<file path="src/rtl/fetch_ctrl_pkg.sv">
`default_nettype none
// ============================================================================
//  Module      : fetch_ctrl_pkg
//  Description : Shared types and constants for the instruction-fetch
//                controller: controller state encoding, instruction width,
//                PC increment, NOP word and the FIFO entry layout.
//  Revision    : 1.0 - initial release
// ============================================================================
package fetch_ctrl_pkg;

    // Controller state. ST_FAULT is only reachable when the alignment
    // check (FETCH_ALIGN_CHECK_EN) is compiled in.
    typedef enum logic [1:0] {
        ST_IDLE  = 2'd0,
        ST_FETCH = 2'd1,
        ST_DRAIN = 2'd2,
        ST_FAULT = 2'd3
    } fetch_state_e;

    localparam int          INST_W   = 32;
    localparam logic [31:0] PC_STEP  = 32'd4;
    localparam logic [31:0] NOP_INST = 32'h0;

    // FIFO entry is {pc, inst}
    localparam int          ENTRY_W  = 32 + INST_W;

    // Word-align a byte address by clearing bits [1:0].
    function automatic logic [31:0] align_pc(input logic [31:0] pc);
        return pc & ~32'd3;
    endfunction

endpackage : fetch_ctrl_pkg
`default_nettype wire

</file>
<file path="src/rtl/fetch_ctrl_fifo.sv">
`default_nettype none
// ============================================================================
//  Module      : fetch_fifo
//  Description : Small fetch buffer built as a shift register. New entries
//                enter at slot 0 and older ones move up, so the oldest entry
//                (the head) always sits at slot count-1 and is selected by a
//                mux on the occupancy count.
//  Ports       : clk_i, rst_n_i (async, active-low)
//                push_i / pop_i / flush_i  - flush wins over push and pop
//                wdata_i                    - entry to append
//                rdata_o                    - head entry, zero when empty
//                count_o                    - number of valid entries
//  Revision    : 1.0 - initial release
// ============================================================================
module fetch_fifo #(
    parameter int DEPTH = 2,
    parameter int WIDTH = 64,
    parameter int CNT_W = $clog2(DEPTH + 1)
) (
    input  logic             clk_i,
    input  logic             rst_n_i,
    input  logic             push_i,
    input  logic             pop_i,
    input  logic             flush_i,
    input  logic [WIDTH-1:0] wdata_i,
    output logic [WIDTH-1:0] rdata_o,
    output logic [CNT_W-1:0] count_o
);

    logic [WIDTH-1:0] r_mem [DEPTH];
    logic [CNT_W-1:0] r_count;

    always_ff @(posedge clk_i or negedge rst_n_i) begin
        if (!rst_n_i) begin
            r_count <= '0;
            for (int i = 0; i < DEPTH; i++) begin
                r_mem[i] <= '0;
            end
        end else if (flush_i) begin
            r_count <= '0;
        end else begin
            // Shifting on every push also handles push+pop when full: the
            // departing head falls off the top slot.
            if (push_i) begin
                r_mem[0] <= wdata_i;
                for (int i = 1; i < DEPTH; i++) begin
                    r_mem[i] <= r_mem[i-1];
                end
            end
            case ({push_i, pop_i})
                2'b10:   r_count <= r_count + 1'b1;
                2'b01:   r_count <= r_count - 1'b1;
                default: r_count <= r_count;
            endcase
        end
    end

    // Head select: slot count-1, or zero when empty.
    always_comb begin
        rdata_o = '0;
        for (int i = 0; i < DEPTH; i++) begin
            if (r_count == CNT_W'(i + 1)) begin
                rdata_o = r_mem[i];
            end
        end
    end

    assign count_o = r_count;

endmodule : fetch_fifo
`default_nettype wire

</file>
<file path="src/rtl/fetch_ctrl.sv">
`default_nettype none
// ============================================================================
//  Module      : fetch_ctrl
//  Description : Instruction-fetch controller for a 2**ADDR_W x 32
//                combinational instruction ROM. Owns the PC, drives the ROM
//                chip enable / word address, buffers {pc, inst} pairs in a
//                small FIFO and offers the head to decode via valid/ready.
//                A redirect flushes the buffer and reloads the PC.
//  Config      : `define FETCH_ALIGN_CHECK_EN adds fault_o and a sticky
//                FAULT state entered on a misaligned redirect target.
//                Without it, target bits [1:0] are silently cleared.
//  Ports       : clk_i, rst_n_i        clock, async active-low reset
//                en_i                  fetch enable
//                redirect_i/_pc_i      flush + PC reload pulse and target
//                rom_ce_o/rom_addr_o   ROM enable and word address
//                rom_inst_i            ROM data (combinational)
//                valid_o/ready_i       decode handshake
//                inst_o/pc_o           head entry, zero when not valid
//                busy_o                not idle or buffer non-empty
//                fault_o               (optional) misaligned redirect seen
//  Revision    : 1.0 - initial release
// ============================================================================
module fetch_ctrl #(
    parameter logic [31:0] RESET_PC   = 32'h0000_0000,
    parameter int          ADDR_W     = 6,
    parameter int          FIFO_DEPTH = 2
) (
    input  logic              clk_i,
    input  logic              rst_n_i,
    input  logic              en_i,
    input  logic              redirect_i,
    input  logic [31:0]       redirect_pc_i,
    output logic              rom_ce_o,
    output logic [ADDR_W-1:0] rom_addr_o,
    input  logic [31:0]       rom_inst_i,
    output logic              valid_o,
    input  logic              ready_i,
    output logic [31:0]       inst_o,
    output logic [31:0]       pc_o,
    output logic              busy_o
`ifdef FETCH_ALIGN_CHECK_EN
    ,
    output logic              fault_o
`endif
);

    import fetch_ctrl_pkg::*;

    localparam int CNT_W = $clog2(FIFO_DEPTH + 1);

    fetch_state_e       r_state;
    logic [31:0]        r_pc;
    logic [CNT_W-1:0]   w_count;
    logic [ENTRY_W-1:0] w_head;
    logic               w_pop;
    logic               w_fetch;
    logic               w_room;

`ifdef FETCH_ALIGN_CHECK_EN
    logic               r_fault;
    logic               w_misalign;

    assign w_misalign = redirect_i & (redirect_pc_i[1:0] != 2'b00);
    assign fault_o    = r_fault;
`endif

    assign valid_o = (w_count != '0);
    assign w_pop   = valid_o & ready_i;

    // A slot is available if the buffer is not full, or the head leaves
    // this same cycle.
    assign w_room  = (w_count < CNT_W'(FIFO_DEPTH)) | w_pop;
    assign w_fetch = (r_state == ST_FETCH) & ~redirect_i & w_room;

    assign rom_ce_o   = w_fetch;
    assign rom_addr_o = r_pc[ADDR_W+1:2];

    // The FIFO returns zero when empty, so head outputs are already zero
    // whenever valid_o is low.
    assign inst_o = valid_o ? w_head[INST_W-1:0]      : NOP_INST;
    assign pc_o   = valid_o ? w_head[ENTRY_W-1:INST_W] : 32'h0;
    assign busy_o = (r_state != ST_IDLE) | valid_o;

    fetch_fifo #(
        .DEPTH   (FIFO_DEPTH),
        .WIDTH   (ENTRY_W),
        .CNT_W   (CNT_W)
    ) u_fifo (
        .clk_i   (clk_i),
        .rst_n_i (rst_n_i),
        .push_i  (w_fetch),
        .pop_i   (w_pop),
        .flush_i (redirect_i),
        .wdata_i ({r_pc, rom_inst_i}),
        .rdata_o (w_head),
        .count_o (w_count)
    );

    // PC and controller state. A redirect reloads the PC but leaves the
    // state alone (except entering FAULT on a misaligned target).
    always_ff @(posedge clk_i or negedge rst_n_i) begin
        if (!rst_n_i) begin
            r_state <= ST_IDLE;
            r_pc    <= RESET_PC;
`ifdef FETCH_ALIGN_CHECK_EN
            r_fault <= 1'b0;
`endif
        end else if (redirect_i) begin
            r_pc <= align_pc(redirect_pc_i);
`ifdef FETCH_ALIGN_CHECK_EN
            if (w_misalign) begin
                r_fault <= 1'b1;
                r_state <= ST_FAULT;
            end
`endif
        end else begin
            if (w_fetch) begin
                r_pc <= r_pc + PC_STEP;
            end
            case (r_state)
                ST_IDLE: begin
                    if (en_i) begin
                        r_state <= ST_FETCH;
                    end
                end
                ST_FETCH: begin
                    if (!en_i) begin
                        r_state <= ST_DRAIN;
                    end
                end
                ST_DRAIN: begin
                    if (en_i) begin
                        r_state <= ST_FETCH;
                    end else if (w_count == '0) begin
                        r_state <= ST_IDLE;
                    end
                end
                ST_FAULT: begin
                    r_state <= ST_FAULT;
                end
                default: begin
                    r_state <= ST_IDLE;
                end
            endcase
        end
    end

endmodule : fetch_ctrl
`default_nettype wire

</file>
<file path="config.mk">
export PLATFORM = sky130hd
export DESIGN_NAME = fetch_ctrl
export DESIGN_NICKNAME = d
export VERILOG_FILES = /design/src/rtl/fetch_ctrl_pkg.sv /design/src/rtl/fetch_ctrl_fifo.sv /design/src/rtl/fetch_ctrl.sv
export SDC_FILE = /design/constraint.sdc
export NUM_CORES = 1
export LEC_CHECK = 0
export CORE_ASPECT_RATIO = 1.75
export CORE_MARGIN = 2
export CORE_UTILIZATION = 45
export DETAILED_ROUTE_END_ITERATION = 8
export DONT_BUFFER_PORTS = 1
export GPL_TIMING_DRIVEN = 0
export SLEW_MARGIN = 5
export SYNTH_ARGS = -nofsm -noshare
export SYNTH_HDL_FRONTEND = slang
export SYNTH_HIERARCHICAL = 1
export SYNTH_SLANG_ARGS = --single-unit
</file>
<file path="constraint.sdc">
create_clock -name clk_i -period 1.8 [get_ports clk_i]
set_input_delay 0.36 -clock clk_i [delete_from_list [all_inputs] [get_ports clk_i]]
set_output_delay 0.36 -clock clk_i [all_outputs]
set_load 0.005 [all_outputs]
</file>
==> qor.csv, run 1 <==
metric,value,unit
ios,142,
num_vias,6707,
power,0.0158,W
worstSetupPathType,flop to primary output,
r2r_slack,-0.31,ns
ys_warn_count,6,
nets,1113,
synth_flop_cell,dfrtp_1,
synth_area,0.00796,sq mm
hp-class,primary input to async pin,
timing.hold.ws,-0.378,ns
overflow,0,
path_cells,inv_2 > ha_4 > nor2b_4 > buf_6 > buf_8 > a22o_1 > and2_1,
finalCritPeriodShare,125,%
slowest_stage,dfrtp_2,
violations,"negative hold slack, negative setup slack",
grt_pass1_wl,36500,um
arrival,1.88,ns
cts_tree,done,
root_buffer,clkbuf_16,
slew_headroom,55.3,%
gp_congestion,0.841,
worstSkewPairLatency,0.43,ns
dp_hpwl,13600,um
required,1.44,ns
drt-initial-drc-count,377,
clk_pin_slew_worst_paths,0.06,ns
antenna_cells,0,
globalRouteTotalUtil,24.9,%
wl,23600,um
cts_hold_buffers,1,
hold_viol_final,162,
rsz0062_at_grt,yes,
powerDensity,1370,mW/mm^2
synth_seq_area_share,51.0,%
fin_setup_tns,-59.94,ns
r2r-start,u_fifo/count_o[1],
synth.distinct_cells,38,
worst_setup_path_end_kind,primary output,
fin_skew,0.00864,ns
core,0.0174,sq mm
grt_max_degree,163,
setup_violations,211,
cp-start-kind,flop,
clock_sinks,162,
netlist_instances,926,
chipHeight,180,um
drcViolationCount,0,
die_x,105,um
antenna_found_initial,0,
layout-drive-gt1-share,34.2,%
port_buffers,0,
tightest_slew,0.670,ns
synth_edf_count,0,
initial_core_util,45.8,%
clockBufferDepth,2,
wl_per_cell,18.3,um
dieArea,0.0188,sq mm
peakVddDrop,0.594,mV
path_max_fanout,5,
ys_ff_latch,162,
syn_avg_cell_area,8.59,sq um
max_stage_delay,0.45,ns
fmax,446,MHz
setup_slack,-0.444,ns
grt_pass1_vias,6918,
slew_viol_final,0,
htree_levels,4,
period_needed,2.24,ns
ant_nets,0,
worstSetupStartpoint,u_fifo/count_o[1],
drv_cap,0,
outcome,"finished, violations left",
rows,64,
cts_buffers,17,
async_flop_share,100,%
p_leak,5.64,nW
area_delta_synth_final,44.4,%
first_pass_iters,7,
routed_via_density,5.22,
area by class of cell:
class | instances | area [sq um]
Fill cell | 1413 | 5890
Multi-Input combinational cell | 690 | 4160
Sequential cell | 162 | 4060
Timing Repair Buffer | 96 | 1520
Buffer | 64 | 811
Clock buffer | 23 | 478
Tap cell | 231 | 289
Clock inverter | 9 | 129
Inverter | 10 | 37.5
stage by stage:
step                area, sq um  setup slack [ns]  hold WS (ns)  utilization (%)  cells
floorplan                  7980           -0.0614        0.0644                -    927
global placement           8260            -0.623        0.0694             47.6   1158
detailed placement         8260            -0.632        0.0681             47.6   1158
CTS                       10900            -0.451        -0.396             63.0   1272
global route              11500            -0.513        -0.401             66.1   1285
finish                    11500            -0.444        -0.378             66.1   1285
layer usage:
layer / track usage, % / part of all wire, % / vias to the layer above
met1: 27.6 / 38 / 3327
li1: - / - / 3214
met3: 5.33 / 3.9 / 21
met4: 8.81 / 1.5 / 0
met2: 46.4 / 57 / 145
met5: 0 / 0 / -
worst max-delay path, delay by kind of cell, from the launching register on:
family | cells | cell delay (ns)
AO/OA/AOI/OAI | 1 | 0.18
flip-flops | 1 | 0.45
adder cells (fa/ha/maj) | 1 | 0.12
buffers and inverters | 3 | 0.37
AND/OR/NAND/NOR | 2 | 0.34
final timing paths:
path | endpoint | cells past startpoint
min in group clk_i | u_fifo/r_mem[95] | 2
max reg2reg | u_fifo/r_mem[9] | 10
max in group asynchronous | r_pc[6] | 0
min reg2reg | u_fifo/r_mem[45] | 2
max | pc_o[10] | 7
min | r_pc[25] | 0
what timing repair did:
| action | 4_1_cts | 5_1_grt |
|---|---|---|
| resized for setup | 285 | 102 |
| endpoints found under the hold margin | 164 | 162 |
| buffers inserted | 58 | 9 |
| pin swaps | 149 | 43 |
| setup endpoints to repair | 210 | 226 |
| cloned | 24 | 9 |
state kept, by name (all words and copies together), names as in the netlist:
name / flops
u_fifo/r_mem: 128
r_pc: 30
r_state: 2
u_fifo/count_o: 2
logic make-up after synthesis:
kind of cell             count (synthesis)  share of synthesized area [%]
flip-flops                             162                           51.0
buffers and inverters                   75                           5.52
AO/OA/AOI/OAI                           99                           9.33
adder cells (fa/ha/maj)                  3                          0.472
XOR/XNOR                                28                           3.08
other                                    1                         0.0471
multiplexers                             4                          0.535
AND/OR/NAND/NOR                        554                           30.1
synth_stat cells (2+ instances only):
cell      instances  area share (%)
inv_1            10            0.47
xor2_1            3            0.33
buf_4             8            0.75
o21ai_0          25             1.6
nand4_1           6            0.47
xnor2_1          25             2.8
nand3_1           6            0.38
o21ai_1           7            0.44
nor4_2            2            0.31
mux2_2            2            0.28
or3_1             3            0.24
or4_1             2            0.19
mux2i_1           2            0.25
and2_1           66             5.2
a22o_1           63             6.9
and3_1            2            0.16
ha_1              3            0.47
nor3_1           12            0.75
nand2_1         424              20
nor2b_1           7            0.55
nand2b_1          3            0.24
or2_2             3            0.24
buf_2            24             1.5
nor2_1           10            0.47
buf_6            13             1.8
clkbuf_1         20            0.94
o211ai_1          3            0.28
dfrtp_1         162              51
placed cells by master (no fill, tap or decap), types with 19 or more instances in the layout:
master,n
dfrtp_1,155
clkbuf_16,28
buf_8,31
xnor2_1,19
and2_4,27
o21ai_1,22
buf_16,19
and2_1,39
a22o_1,63
buf_4,39
nand2_1,328
nand2_2,94
buf_12,22
power by group:
group / switching (W) / total [W] / internal, W
logic: 0.00280 / 0.00584 / 0.00304
clock network: 0.00144 / 0.00373 / 0.00229
registers: 0.00115 / 0.00620 / 0.00505
total: 0.00540 / 0.0158 / 0.0104
Note: power is estimated with default switching activity, not from simulation.
==> run 2: changes to the inputs <==
--- a/config.mk
+++ b/config.mk
@@ -5,12 +5,15 @@
 export SDC_FILE = /design/constraint.sdc
 export NUM_CORES = 1
 export LEC_CHECK = 0
+export CELL_PAD_IN_SITES_DETAIL_PLACEMENT = 0
+export CELL_PAD_IN_SITES_GLOBAL_PLACEMENT = 1
 export CORE_ASPECT_RATIO = 1.75
 export CORE_MARGIN = 2
-export CORE_UTILIZATION = 45
+export CORE_UTILIZATION = 43
 export DETAILED_ROUTE_END_ITERATION = 8
 export DONT_BUFFER_PORTS = 1
 export GPL_TIMING_DRIVEN = 0
+export PLACE_DENSITY = 0.8
 export SLEW_MARGIN = 5
 export SYNTH_ARGS = -nofsm -noshare
 export SYNTH_HDL_FRONTEND = slang
==> run 2 against run 1 <==
- global-route usage fell by 1.0 points
- design area fell by 2.3%
- worst hold slack improved by 0.0042 ns
- first-iteration DRC count fell by 0.80%
- die area rose by 4.5%
- flip-flop and latch count did not move
- critical path depth rose by 1
- critical endpoint is now pc_o[9]
- sequential share of layout area rose by 0.81 points
- utilization fell by 4.0 points
- non-clock buffer count fell by 26
- the run still ends with negative hold slack, negative setup slack left
==> qor.csv, run 2 (same netlist as run 1, synthesis figures left out) <==
metric,value,unit
outcome,"finished, violations left",
violations,"negative hold slack, negative setup slack",
pwr-share-seq,40.4,%
slew_viol_final,0,
power.share.clock,22.9,%
initial_core_util,44.1,%
p_leak,5.43,nW
grt_pass1_vias,6803,
path_cells,buf_6 > ha_4 > nor2b_4 > buf_6 > buf_12 > buf_8 > a22o_1 > and2_4,
cp-start-kind,flop,
routed_via_density,5.20,
layout-drive-gt1-share,39.9,%
overflow,0,
multi_input_area,0.00453,sq mm
drv_cap,0,
rsz0062_at_grt,yes,
period_needed,2.33,ns
arrival,1.97,ns
hold_viol_final,162,
fmax,429,MHz
largest_reg_flops,128,
root_buffer,clkbuf_16,
slowest_stage,dfrtp_2,
tightest_slew,0.565,ns
top_register,u_fifo/r_mem,
internal_power,0.0102,W
setup_violations,220,
pre_cts_ws,-0.697,ns
ios,142,
area_delta_synth_final,41.0,%
clock_sinks,162,
final_common_cell,nand2_1,
dp_hpwl,13900,um
ant_nets,0,
antenna_found_initial,0,
clockBufferDepth,2,
rows,65,
cts_hold_buffers,1,
p_sw_share,35.7,%
antenna_cells,0,
required,1.44,ns
slew_headroom,62.3,%
wl_per_cell,18.3,um
peakVddDrop,0.755,mV
htree_levels,4,
cp_top_family,buffers and inverters,
wl,23100,um
path_max_fanout,5,
worst_setup_path_end_kind,primary output,
die_x,107,um
nets,1087,
worstSkewPairLatency,0.43,ns
dieArea,0.0196,sq mm
combPwrFrac,36.7,%
drt-initial-drc-count,374,
cts_buffers,17,
gp_congestion,0.871,
regArea,0.00406,sq mm
setup_slack,-0.530,ns
fillCellCount,1536,
drcViolationCount,0,
core,0.0181,sq mm
chipHeight,184,um
grt_max_degree,163,
p_sw,0.00565,W
grt_pass1_wl,35800,um
post-route-util,62.1,%
finalCritPeriodShare,129,%
fin_skew,0.00732,ns
port_buffers,0,
final_cells,1262,
first_pass_iters,4,
hp-class,primary input to async pin,
clk_pin_slew_worst_paths,0.06,ns
power,0.0158,W
max_stage_delay,0.43,ns
dp_cells,1161,
powerDensity,1410,mW/mm^2
r2r_slack,-0.35,ns
reg_top3,"u_fifo/r_mem (128), r_pc (30)",
worstSetupPathType,flop to primary output,
cp_common_cell,buf_6,
num_vias,6568,
mostFrequentLayoutCells,"261 x nand2_1, 158 x dfrtp_1, 126 x nand2_2",
cp_num_buf_inv,4,
globalRouteTotalUtil,23.9,%
cts_tree,done,
timing.hold.ws,-0.373,ns
run 2: cell types whose count changed in the layout (fill, tap and decap cells not counted), moves of 10 or more:
cell / before / now
and2_1: 39 / 27
and2_4: 27 / 39
buf_6: 18 / 28
nand2_1: 328 / 261
nand2_2: 94 / 126
nand2_4: 2 / 37
run 2: timing repair:
item | 4_1_cts | 5_1_grt
endpoints found under the setup margin | 211 | 227
cloned | 20 | 3
endpoints found under the hold margin | 164 | 162
gates resized for setup | 300 | 165
pin swaps | 228 | 65
buffers inserted | 42 | 12
run 2: metal layers:
layer	wire length, um	part of all wire (%)	global-route usage [%]	up-vias
met3	908	3.9	5.71	39
met4	649	2.8	9.71	0
met2	12900	56	44.4	134
met1	8640	37	25.6	3218
li1	-	-	-	3177
met5	0	0	0	-
run 2: final timing paths:
| kind | startpoint | to | cells after the start |
|---|---|---|---|
| max reg2reg | u_fifo/count_o[1] | r_pc[11] | 10 |
| min reg2reg | u_fifo/r_mem[26] | u_fifo/r_mem[26] | 2 |
| max in group asynchronous | rst_n_i | u_fifo/r_mem[42] | 0 |
| max | u_fifo/count_o[1] | pc_o[9] | 8 |
| min in group clk_i | rom_inst_i[19] | u_fifo/r_mem[83] | 2 |
| min | rst_n_i | u_fifo/r_mem[57] | 0 |
run 2: metrics by stage:
step / area, sq um / hold slack, ns / TNS (ns)
final: 11200 / -0.373 / -67.04
after global routing: 11200 / -0.400 / -87.37
after CTS: 10600 / -0.399 / -86.82
after detailed placement: 8270 / 0.0707 / -109.07
after global placement: 8270 / 0.0692 / -102.14
after floorplan: 7980 / 0.0644 / -0.116
run 2: power by group through the flow:
stage	Sequential [W]	Combinational (W)	Clock (W)
after CTS	0.00620	0.00532	0.00370
after global routing	0.00657	0.00635	0.00386
final	0.00639	0.00582	0.00363
after floorplan	0.00582	0.00271	0
after detailed placement	0.00609	0.00357	0
after global placement	0.00603	0.00348	0
run 2: cell type report:
type | instances | area share (%)
plain buffers | 64 | 6.28
clock buffers | 20 | 4.07
clock inverters | 12 | 1.17
inverters | 10 | 0.335
multi-input cells | 690 | 40.4
flip-flops and latches | 162 | 36.2
well taps | 234 | 2.61
repair buffers | 70 | 8.98
